`src/rtl/mac_entry_ctrl.sv`:
```
// mac_entry_ctrl
// Operator-entry sequencer for the floating-point MAC.
//   - Collects keypad hex digits into a 16-bit rolling entry buffer.
//   - Enter latches operand A, then operand B, and fires one MAC start.
//   - Waits for the MAC done strobe, with a cycle timeout.
//   - Holds the result for the 4-digit display.
//
// Ports
//   clk          system clock; all state changes on the rising edge
//   rst          asynchronous, active-high reset
//   key_valid    one-cycle strobe: key_code carries a new hex digit
//   key_code     hex digit 0x0..0xF
//   btn_enter    one-cycle strobe: commit entry / advance
//   btn_clear    one-cycle strobe: abort back to operand-A entry
//   btn_acc_clr  one-cycle strobe: clear the accumulator with the next operation
//   mac_a/mac_b  operands to the MAC
//   mac_start    one-cycle start pulse to the MAC
//   mac_acc_clr  accumulator clear; only meaningful while mac_start is high
//   mac_done     one-cycle completion strobe from the MAC
//   mac_result   MAC result, valid while mac_done is high
//   disp_data    4-digit display word
//   state_code   current FSM state encoding
//   err          timeout flag
//   op_count     completed operations, wraps 255 -> 0
module mac_entry_ctrl #(
  parameter int TIMEOUT = 4096
) (
  input  logic        clk,
  input  logic        rst,
  input  logic        key_valid,
  input  logic [3:0]  key_code,
  input  logic        btn_enter,
  input  logic        btn_clear,
  input  logic        btn_acc_clr,
  output logic [15:0] mac_a,
  output logic [15:0] mac_b,
  output logic        mac_start,
  output logic        mac_acc_clr,
  input  logic        mac_done,
  input  logic [15:0] mac_result,
  output logic [15:0] disp_data,
  output logic [2:0]  state_code,
  output logic        err,
  output logic [7:0]  op_count
);

  typedef enum logic [2:0] {
    S_A    = 3'd0,
    S_B    = 3'd1,
    S_RUN  = 3'd2,
    S_WAIT = 3'd3,
    S_SHOW = 3'd4,
    S_ERR  = 3'd5
  } state_t;

  localparam logic [15:0] TMAX = 16'(TIMEOUT - 1);

  state_t      r_state, w_state_n;
  logic [15:0] r_ebuf, w_ebuf_n;
  logic [15:0] r_result, w_result_n;
  logic [15:0] r_timer, w_timer_n;
  logic        r_acc_pend, w_acc_pend_n;
  logic [15:0] w_a_n, w_b_n;
  logic        w_err_n;
  logic [7:0]  w_op_n;
  logic [15:0] w_disp_n;
  logic        w_start_n, w_acc_clr_n;

  always_comb begin
    w_state_n  = r_state;
    w_ebuf_n   = r_ebuf;
    w_result_n = r_result;
    w_timer_n  = r_timer;
    w_a_n      = mac_a;
    w_b_n      = mac_b;
    w_err_n    = err;
    w_op_n     = op_count;

    // The pending clear is consumed by the start pulse already on the wire
    // in S_RUN, even if that operation is then abandoned by btn_clear.
    w_acc_pend_n = (r_state == S_RUN) ? 1'b0 : r_acc_pend;
    if (btn_acc_clr) w_acc_pend_n = 1'b1;

    if (btn_clear) begin
      w_state_n = S_A;
      w_ebuf_n  = 16'h0000;
      w_err_n   = 1'b0;
    end else begin
      unique case (r_state)
        S_A, S_B: begin
          if (btn_enter) begin
            if (r_state == S_A) begin
              w_a_n     = r_ebuf;
              w_state_n = S_B;
            end else begin
              w_b_n     = r_ebuf;
              w_state_n = S_RUN;
            end
            w_ebuf_n = 16'h0000;
          end else if (key_valid) begin
            w_ebuf_n = {r_ebuf[11:0], key_code};
          end
        end
        S_RUN: begin
          w_timer_n = 16'h0000;
          w_state_n = S_WAIT;
        end
        S_WAIT: begin
          // done takes precedence over an expiring timer on the same cycle
          if (mac_done) begin
            w_result_n = mac_result;
            w_op_n     = op_count + 8'd1;
            w_state_n  = S_SHOW;
          end else if (r_timer == TMAX) begin
            w_err_n   = 1'b1;
            w_state_n = S_ERR;
          end else begin
            w_timer_n = r_timer + 16'd1;
          end
        end
        S_SHOW: begin
          if (btn_enter) begin
            w_a_n     = r_result;
            w_ebuf_n  = 16'h0000;
            w_state_n = S_B;
          end else if (key_valid) begin
            w_ebuf_n  = {12'h000, key_code};
            w_state_n = S_A;
          end
        end
        default: ;
      endcase
    end

    // Outputs are registered, so they are derived from the next-state values.
    w_start_n   = (w_state_n == S_RUN);
    w_acc_clr_n = w_start_n & w_acc_pend_n;

    unique case (w_state_n)
      S_A, S_B:      w_disp_n = w_ebuf_n;
      S_RUN, S_WAIT: w_disp_n = w_b_n;
      S_SHOW:        w_disp_n = w_result_n;
      default:       w_disp_n = 16'hEEEE;
    endcase
  end

  always_ff @(posedge clk or posedge rst) begin
    if (rst) begin
      r_state     <= S_A;
      r_ebuf      <= 16'h0000;
      r_result    <= 16'h0000;
      r_timer     <= 16'h0000;
      r_acc_pend  <= 1'b0;
      mac_a       <= 16'h0000;
      mac_b       <= 16'h0000;
      mac_start   <= 1'b0;
      mac_acc_clr <= 1'b0;
      disp_data   <= 16'h0000;
      state_code  <= 3'd0;
      err         <= 1'b0;
      op_count    <= 8'd0;
    end else begin
      r_state     <= w_state_n;
      r_ebuf      <= w_ebuf_n;
      r_result    <= w_result_n;
      r_timer     <= w_timer_n;
      r_acc_pend  <= w_acc_pend_n;
      mac_a       <= w_a_n;
      mac_b       <= w_b_n;
      mac_start   <= w_start_n;
      mac_acc_clr <= w_acc_clr_n;
      disp_data   <= w_disp_n;
      state_code  <= w_state_n;
      err         <= w_err_n;
      op_count    <= w_op_n;
    end
  end

endmodule

```
`config.mk`:
```
export PLATFORM = sky130hd
export DESIGN_NAME = mac_entry_ctrl
export DESIGN_NICKNAME = d
export VERILOG_FILES = /design/src/rtl/mac_entry_ctrl.sv
export SDC_FILE = /design/constraint.sdc
export NUM_CORES = 1
export LEC_CHECK = 0
export CAP_MARGIN = 20
export CORE_MARGIN = 2
export CORE_UTILIZATION = 55
export DETAILED_ROUTE_END_ITERATION = 8
export PLACE_DENSITY_LB_ADDON = 0.3
export SLEW_MARGIN = 30
export SYNTH_ARGS = -nofsm -noshare
export SYNTH_HDL_FRONTEND = slang
export SYNTH_SLANG_ARGS = --single-unit
```
`constraint.sdc`:
```
create_clock -name clk -period 7.67 [get_ports clk]
set_clock_uncertainty 0.1 [all_clocks]
set_input_delay 1.1505 -clock clk [delete_from_list [all_inputs] [get_ports clk]]
set_output_delay 1.1505 -clock clk [all_outputs]
set_load 0.02 [all_outputs]
```
==> results of run 1 <==
[sequential cells by signal, summed over array words and instances (netlist names), 3 cells and up]
name and count:
r_timer 16, r_state 3, r_result 16, mac_a 16, mac_b 16, op_count 8, r_ebuf 16, disp_data 16
[worst max path at each step]
stage / slack, ns / end / cells past startpoint / start
3_5_place_dp: 3.24 / disp_data[6]$_DFF_PP0_ / 7 / btn_enter
6_report: 3.60 / disp_data[6]$_DFF_PP0_ / 7 / btn_enter
2_1_floorplan: 3.49 / disp_data[0]$_DFF_PP0_ / 1 / rst
3_3_place_gp: 3.41 / disp_data[8]$_DFF_PP0_ / 7 / mac_done
5_1_grt: 3.39 / disp_data[3]$_DFF_PP0_ / 7 / btn_enter
4_1_cts: 3.61 / disp_data[6]$_DFF_PP0_ / 7 / btn_enter
[power breakdown]
group	internal (uW)	switching, uW	total (uW)
Sequential	641	43.8	685
Combinational	125	148	273
Clock	133	227	360
Total	899	419	1320
[cells in the mapped netlist, types with 3 or more instances]
cell type  count
xnor2_1       18
a2111oi_0      3
nor3_1         6
nand2_1       30
o221ai_1       5
buf_2          6
inv_1          5
mux2_2        22
clkbuf_1      17
and3_1         5
nand3_1       15
a22oi_1        4
o22ai_1       11
a21o_1         5
o21ai_0       21
mux2_4         8
dfrtp_1      111
a211oi_1       9
mux2i_1       38
nand4_1        7
nor4_1         7
nor2_1        32
nor2b_1        3
nand2b_1       3
a21oi_1       41
[metrics by stage]
stage | instances | util, % | hold WS (ns)
2_1_floorplan | 469 | - | 0.3386
3_3_place_gp | 643 | 66.56 | 0.3532
3_5_place_dp | 643 | 66.76 | 0.3538
4_1_cts | 659 | 68.94 | 0.3809
5_1_grt | 659 | 68.98 | 0.3918
6_report | 659 | 68.98 | 0.3780
[kinds of logic after synthesis]
kind of cell    count (synthesis)
simple gates                  123
compound gates                111
flops                         111
mux                            68
buf+inv                        35
xor+xnor                       19
fa+ha+maj                       2
[cell type report]
| class | instances | area share [%] |
|---|---|---|
| timing repair buffer | 90 | 14.18 |
| multi-input combinational | 323 | 36.17 |
| inverter | 8 | 0.5128 |
| tap | 111 | 2.189 |
| clock inverter | 7 | 1.203 |
| clock buffer | 9 | 1.953 |
| sequential | 111 | 43.79 |
[critical path, cell delays in order]
cell	delay (ns)
clkdlybuf4s50_1	0.52
nor2b_1	0.22
o32a_1	0.39
nand2_1	0.43
clkinv_1	0.81
nor4_1	0.51
o22ai_1	0.14
[layer usage]
layer	part of all wire, %	track usage [%]	vias up	wire, um
li1	-	-	1858	-
met1	45	35.83	2025	5538
met2	49	41.11	141	6120
met3	5.0	3.520	14	624
met4	1.3	7.692	0	159
met5	0	0	-	0
==> flow_metrics.py, run 1 <==
metrics = {
    "run_status": {
        "status": "completed",
    },
    "synthesis": {
        "yosysSeqAreaShare_pct": 53.37,
        "ys_async_sr_fraction_pct": 100.0,
        "yosysWarnings": 0,
        "synth_xor_area_share_pct": 3.197,
        "syn_area_per_cell_um2": 11.10,
        "synthDistinctLibCells": 54,
        "synthAdderAreaFrac_pct": 0.4808,
        "syn_nets": 498,
        "yosys.area_share.simple_pct": 12.04,
        "synthMuxAreaShare_pct": 14.37,
        "synth.area.top_cells": "dfrtp_1 53%, mux2i_1 7.3%, mux2_2 4.8%",
        "synthFlopType": "dfrtp_1",
        "synth_top_cell_area_share_pct": 53.37,
        "synth_compound_area_share_pct": 13.51,
        "syn_area_um2": 5205,
        "synth_top_area_cell": "dfrtp_1",
        "syn_inst": 469,
        "synth_top_family_by_area": "multiplexers",
        "synth_edf_count": 0,
        "yosys_register_bits": 111,
    },
    "worst_setup_path": {
        "critical_path_class": "primary input to flop",
        "cp_max_fo": 22,
        "r2r_slack_ns": 4.07,
        "rr_endpoint": "mac_b[7]$_DFF_PP0_",
        "worstPathArrival_ns": 4.20,
        "critPathRequiredTime_ns": 7.80,
        "rr_worst_depth": 5,
        "worst_setup_path_start_kind": "primary input",
        "cp-end-kind": "flop",
        "r2r-start": "r_state[0]$_DFF_PP0_",
    },
    "placed_design": {
        "numPortBuffers": 88,
        "gp_congestion": 0.9115,
        "dpl.hpwl_mm": 8.582,
        "place_area_um2": 6140,
        "dp_slack_ns": 3.236,
    },
    "grt": {
        "grt_pass1_wl_mm": 20.24,
        "overflow": 0,
        "antenna_found_initial": 0,
        "grt_pass1_vias": 3958,
        "grt_max_degree": 74,
        "grt_usage_pct": 25.33,
    },
    "clocking": {
        "cts-buffers-inserted": 9,
        "cts_tree": "built",
        "cts_hold_buf": 0,
        "clk_path_buf_depth": 2,
        "clock-root-buffer": "clkbuf_8",
        "cts_setup_buffers": 0,
        "cts_htree_levels": 3,
        "clk_pin_slew_worst_paths_ns": 0.11,
        "cts.repair.resized": 0,
        "clock_latency_ns": 0.38,
        "cts_sinks": 111,
    },
    "routing": {
        "via_count": 4038,
        "dr.pass1.iters": 5,
        "routedWlPerCell_um": 18.88,
        "drt_iter0_markers": 327,
        "drt_wl_total_mm": 12.44,
        "drtAntennaViolNets": 0,
        "drc": 0,
        "vias_per_cell": 6.127,
    },
    "hold_path": {
        "hold_depth": 1,
        "min_to": "r_acc_pend$_DFF_PP0_",
        "worstHoldPathType": "flop to flop",
        "min_from": "r_acc_pend$_DFF_PP0_",
    },
    "finish": {
        "multi_input_area_um2": 2295,
        "syn2layout_area_growth_pct": 21.87,
        "layout_common_cells": "111 x dfrtp_1, 88 x clkdlybuf4s50_1, 41 x a21oi_1",
        "nets": 572,
        "stdcell_area_um2": 6344,
        "diodes": 0,
        "final_common_cell": "dfrtp_1",
        "fillers": 708,
        "drive_gt1_share_pct": 10.95,
        "regArea_um2": 2778,
    },
    "power": {
        "fin_total_pwr_uw": 1318,
        "powerDensity_nw_per_um2": 207.7,
        "p_leak_uw": 0.002679,
        "vdd_drop_max_mv": 0.1224,
    },
    "sta": {
        "rsz0062_at_grt": "no",
        "finalWorstSetupSlack_ns": 3.599,
        "relSlewSlack_pct": 37.15,
        "period_share_pct": 53.08,
        "fin_tns_setup_ns": 0,
        "tightest_slew_ns": 0.9427,
        "fin_crit_ns": 4.071,
        "finalMaxSlewViolations": 0,
        "hold_viol": 0,
        "fmax_ghz": 0.2456,
        "finalSetupViolations": 0,
    },
    "floorplan": {
        "die_w_um": 101.3,
        "io_pins": 89,
        "start_util_pct": 56.60,
        "coreArea_um2": 9196,
        "die_h_um": 101.3,
        "rows": 35,
        "die-area_um2": 10260,
    },
    "flow_run": {
        "max_cap_viol_count": 0,
    },
}
Power figures use the tool's default switching activity.
==> run 2: changes to the inputs <==
Settings changed: CORE_UTILIZATION 55 to 48.
Clock period 7.67 ns to 3.6 ns, I/O delays scaled along.
==> flow_metrics.py, run 2 (same netlist as run 1, synthesis figures left out) <==
metrics = {
    "finish": {
        "drive_gt1_share_pct": 11.85,
        "syn2layout_area_growth_pct": 23.63,
        "layout_common_cells": "111 x dfrtp_1, 88 x clkdlybuf4s50_1, 41 x a21oi_1",
        "fillers": 897,
        "nets": 583,
        "diodes": 0,
        "final_common_cell": "dfrtp_1",
    },
    "routing": {
        "m1WireLength_mm": 5.822,
        "top_layer_used": "met4",
        "dr.pass1.iters": 5,
        "routedWlPerCell_um": 18.75,
        "drt_iter0_markers": 261,
        "drc": 0,
        "wl_met3_um": 894,
        "vias_per_cell": 5.890,
        "drt_wl_total_mm": 13.07,
        "via_count": 4105,
        "drtAntennaViolNets": 0,
        "route.met2.wl_mm": 6.250,
    },
    "clocking": {
        "cts-buffers-inserted": 9,
        "cts.repair.resized": 0,
        "cts_tree": "built",
        "cts_htree_levels": 3,
        "cts_sinks": 111,
        "cts_setup_buffers": 0,
        "clk_pin_slew_worst_paths_ns": 0.11,
        "clock_latency_ns": 0.38,
        "clk_path_buf_depth": 2,
        "clock-root-buffer": "clkbuf_8",
        "cts_hold_buf": 0,
    },
    "sta": {
        "tightest_slew_ns": 0.9098,
        "relSlewSlack_pct": 39.13,
        "fin_crit_ns": 3.062,
        "finalSetupViolations": 0,
        "fin_tns_setup_ns": 0,
        "finalWorstSetupSlack_ns": 0.5385,
        "period_share_pct": 85.04,
        "fmax_ghz": 0.3266,
        "hold_viol": 0,
        "hold_ws_ns": 0.3736,
        "finalMaxSlewViolations": 0,
        "rsz0062_at_grt": "no",
    },
    "grt": {
        "grt_pass1_vias": 3986,
        "grt_usage_pct": 23.73,
        "grt_max_degree": 67,
        "antenna_found_initial": 0,
        "grt_pass1_wl_mm": 21.27,
        "overflow": 0,
    },
    "floorplan": {
        "start_util_pct": 48.65,
        "coreArea_um2": 10700,
        "die-area_um2": 11690,
        "die_h_um": 108.1,
        "die_w_um": 108.1,
        "rows": 38,
        "io_pins": 89,
    },
    "worst_setup_path": {
        "max_stage_delay_ns": 0.78,
        "cp-end-kind": "flop",
        "critical_path_class": "flop to flop",
        "worstPathArrival_ns": 3.20,
        "path_cells": "or4_4, o41ai_4, o21ai_1, inv_1, mux2i_1, o22ai_1",
        "worst_setup_path_start_kind": "flop",
        "crit_slowest_cell": "o41ai_4",
        "critPathRequiredTime_ns": 3.74,
        "cp_max_fo": 15,
    },
    "run_status": {
        "status": "completed",
    },
    "placed_design": {
        "numPortBuffers": 88,
        "dp_slack_ns": 0.3811,
        "dpl.hpwl_mm": 9.121,
        "gp_congestion": 0.8609,
    },
    "power": {
        "powerDensity_nw_per_um2": 426.7,
        "p_leak_uw": 0.002712,
        "vdd_drop_max_mv": 0.2241,
    },
    "flow_run": {
        "max_cap_viol_count": 0,
    },
    "hold_path": {
        "worstHoldPathType": "flop to flop",
    },
}
-- run 2: final timing paths --
| check | from | slack, ns | end | depth (start not counted) |
|---|---|---|---|---|
| hold reg to reg | op_count[7]$_DFFE_PP0P_ | 0.37 | op_count[7]$_DFFE_PP0P_ | 1 |
| hold / removal | op_count[7]$_DFFE_PP0P_ | 0.37 | op_count[7]$_DFFE_PP0P_ | 1 |
| setup reg to reg | r_timer[12]$_DFFE_PP0P_ | 0.54 | disp_data[4]$_DFF_PP0_ | 6 |
| max in group asynchronous | rst | 2.17 | mac_b[8]$_DFF_PP0_ | 3 |
| setup / recovery | r_timer[12]$_DFFE_PP0P_ | 0.54 | disp_data[4]$_DFF_PP0_ | 6 |
| min in group asynchronous | rst | 0.47 | mac_a[12]$_DFFE_PP0P_ | 2 |
-- run 2: critical path, delay by kind of cell (launching register included) --
family                 cells  cell delay (ns)
buffers and inverters      1             0.42
AND/OR/NAND/NOR            1             0.60
AO/OA/AOI/OAI              3             1.09
flip-flops                 1             0.44
multiplexers               1             0.27
-- run 2: per-stage QoR --
step                cells  instance area, um^2  util (%)  total power, uW
CTS                   697                 6435     60.15             2768
floorplan             469                 5205         -             1811
detailed placement    683                 6266     58.57             2084
global placement      683                 6265     58.56             2065
global route          697                 6435     60.15             2893
finish                697                 6435     60.15             2746
-- run 2: power by group --
group / internal, uW / total (uW) / switching (uW)
clock network: 254 / 684 / 429
registers: 1370 / 1450 / 84.6
logic: 280 / 612 / 331
total: 1900 / 2750 / 845
-- run 2: layout make-up --
class / count / area (um^2) / area share (%)
inverter: 8 / 32.53 / 0.5055
clock buffer: 9 / 123.9 / 1.925
clock inverter: 5 / 45.04 / 0.7000
tap: 140 / 175.2 / 2.722
timing repair buffer: 101 / 1003 / 15.59
multi-input combinational: 323 / 2277 / 35.39
sequential: 111 / 2778 / 43.17
-- run 2: layer usage --
metal,GRT usage [%],vias to the layer above
li1,-,1879
met2,37.11,158
met5,0,-
met3,5.244,11
met1,34.17,2057
met4,5.128,0
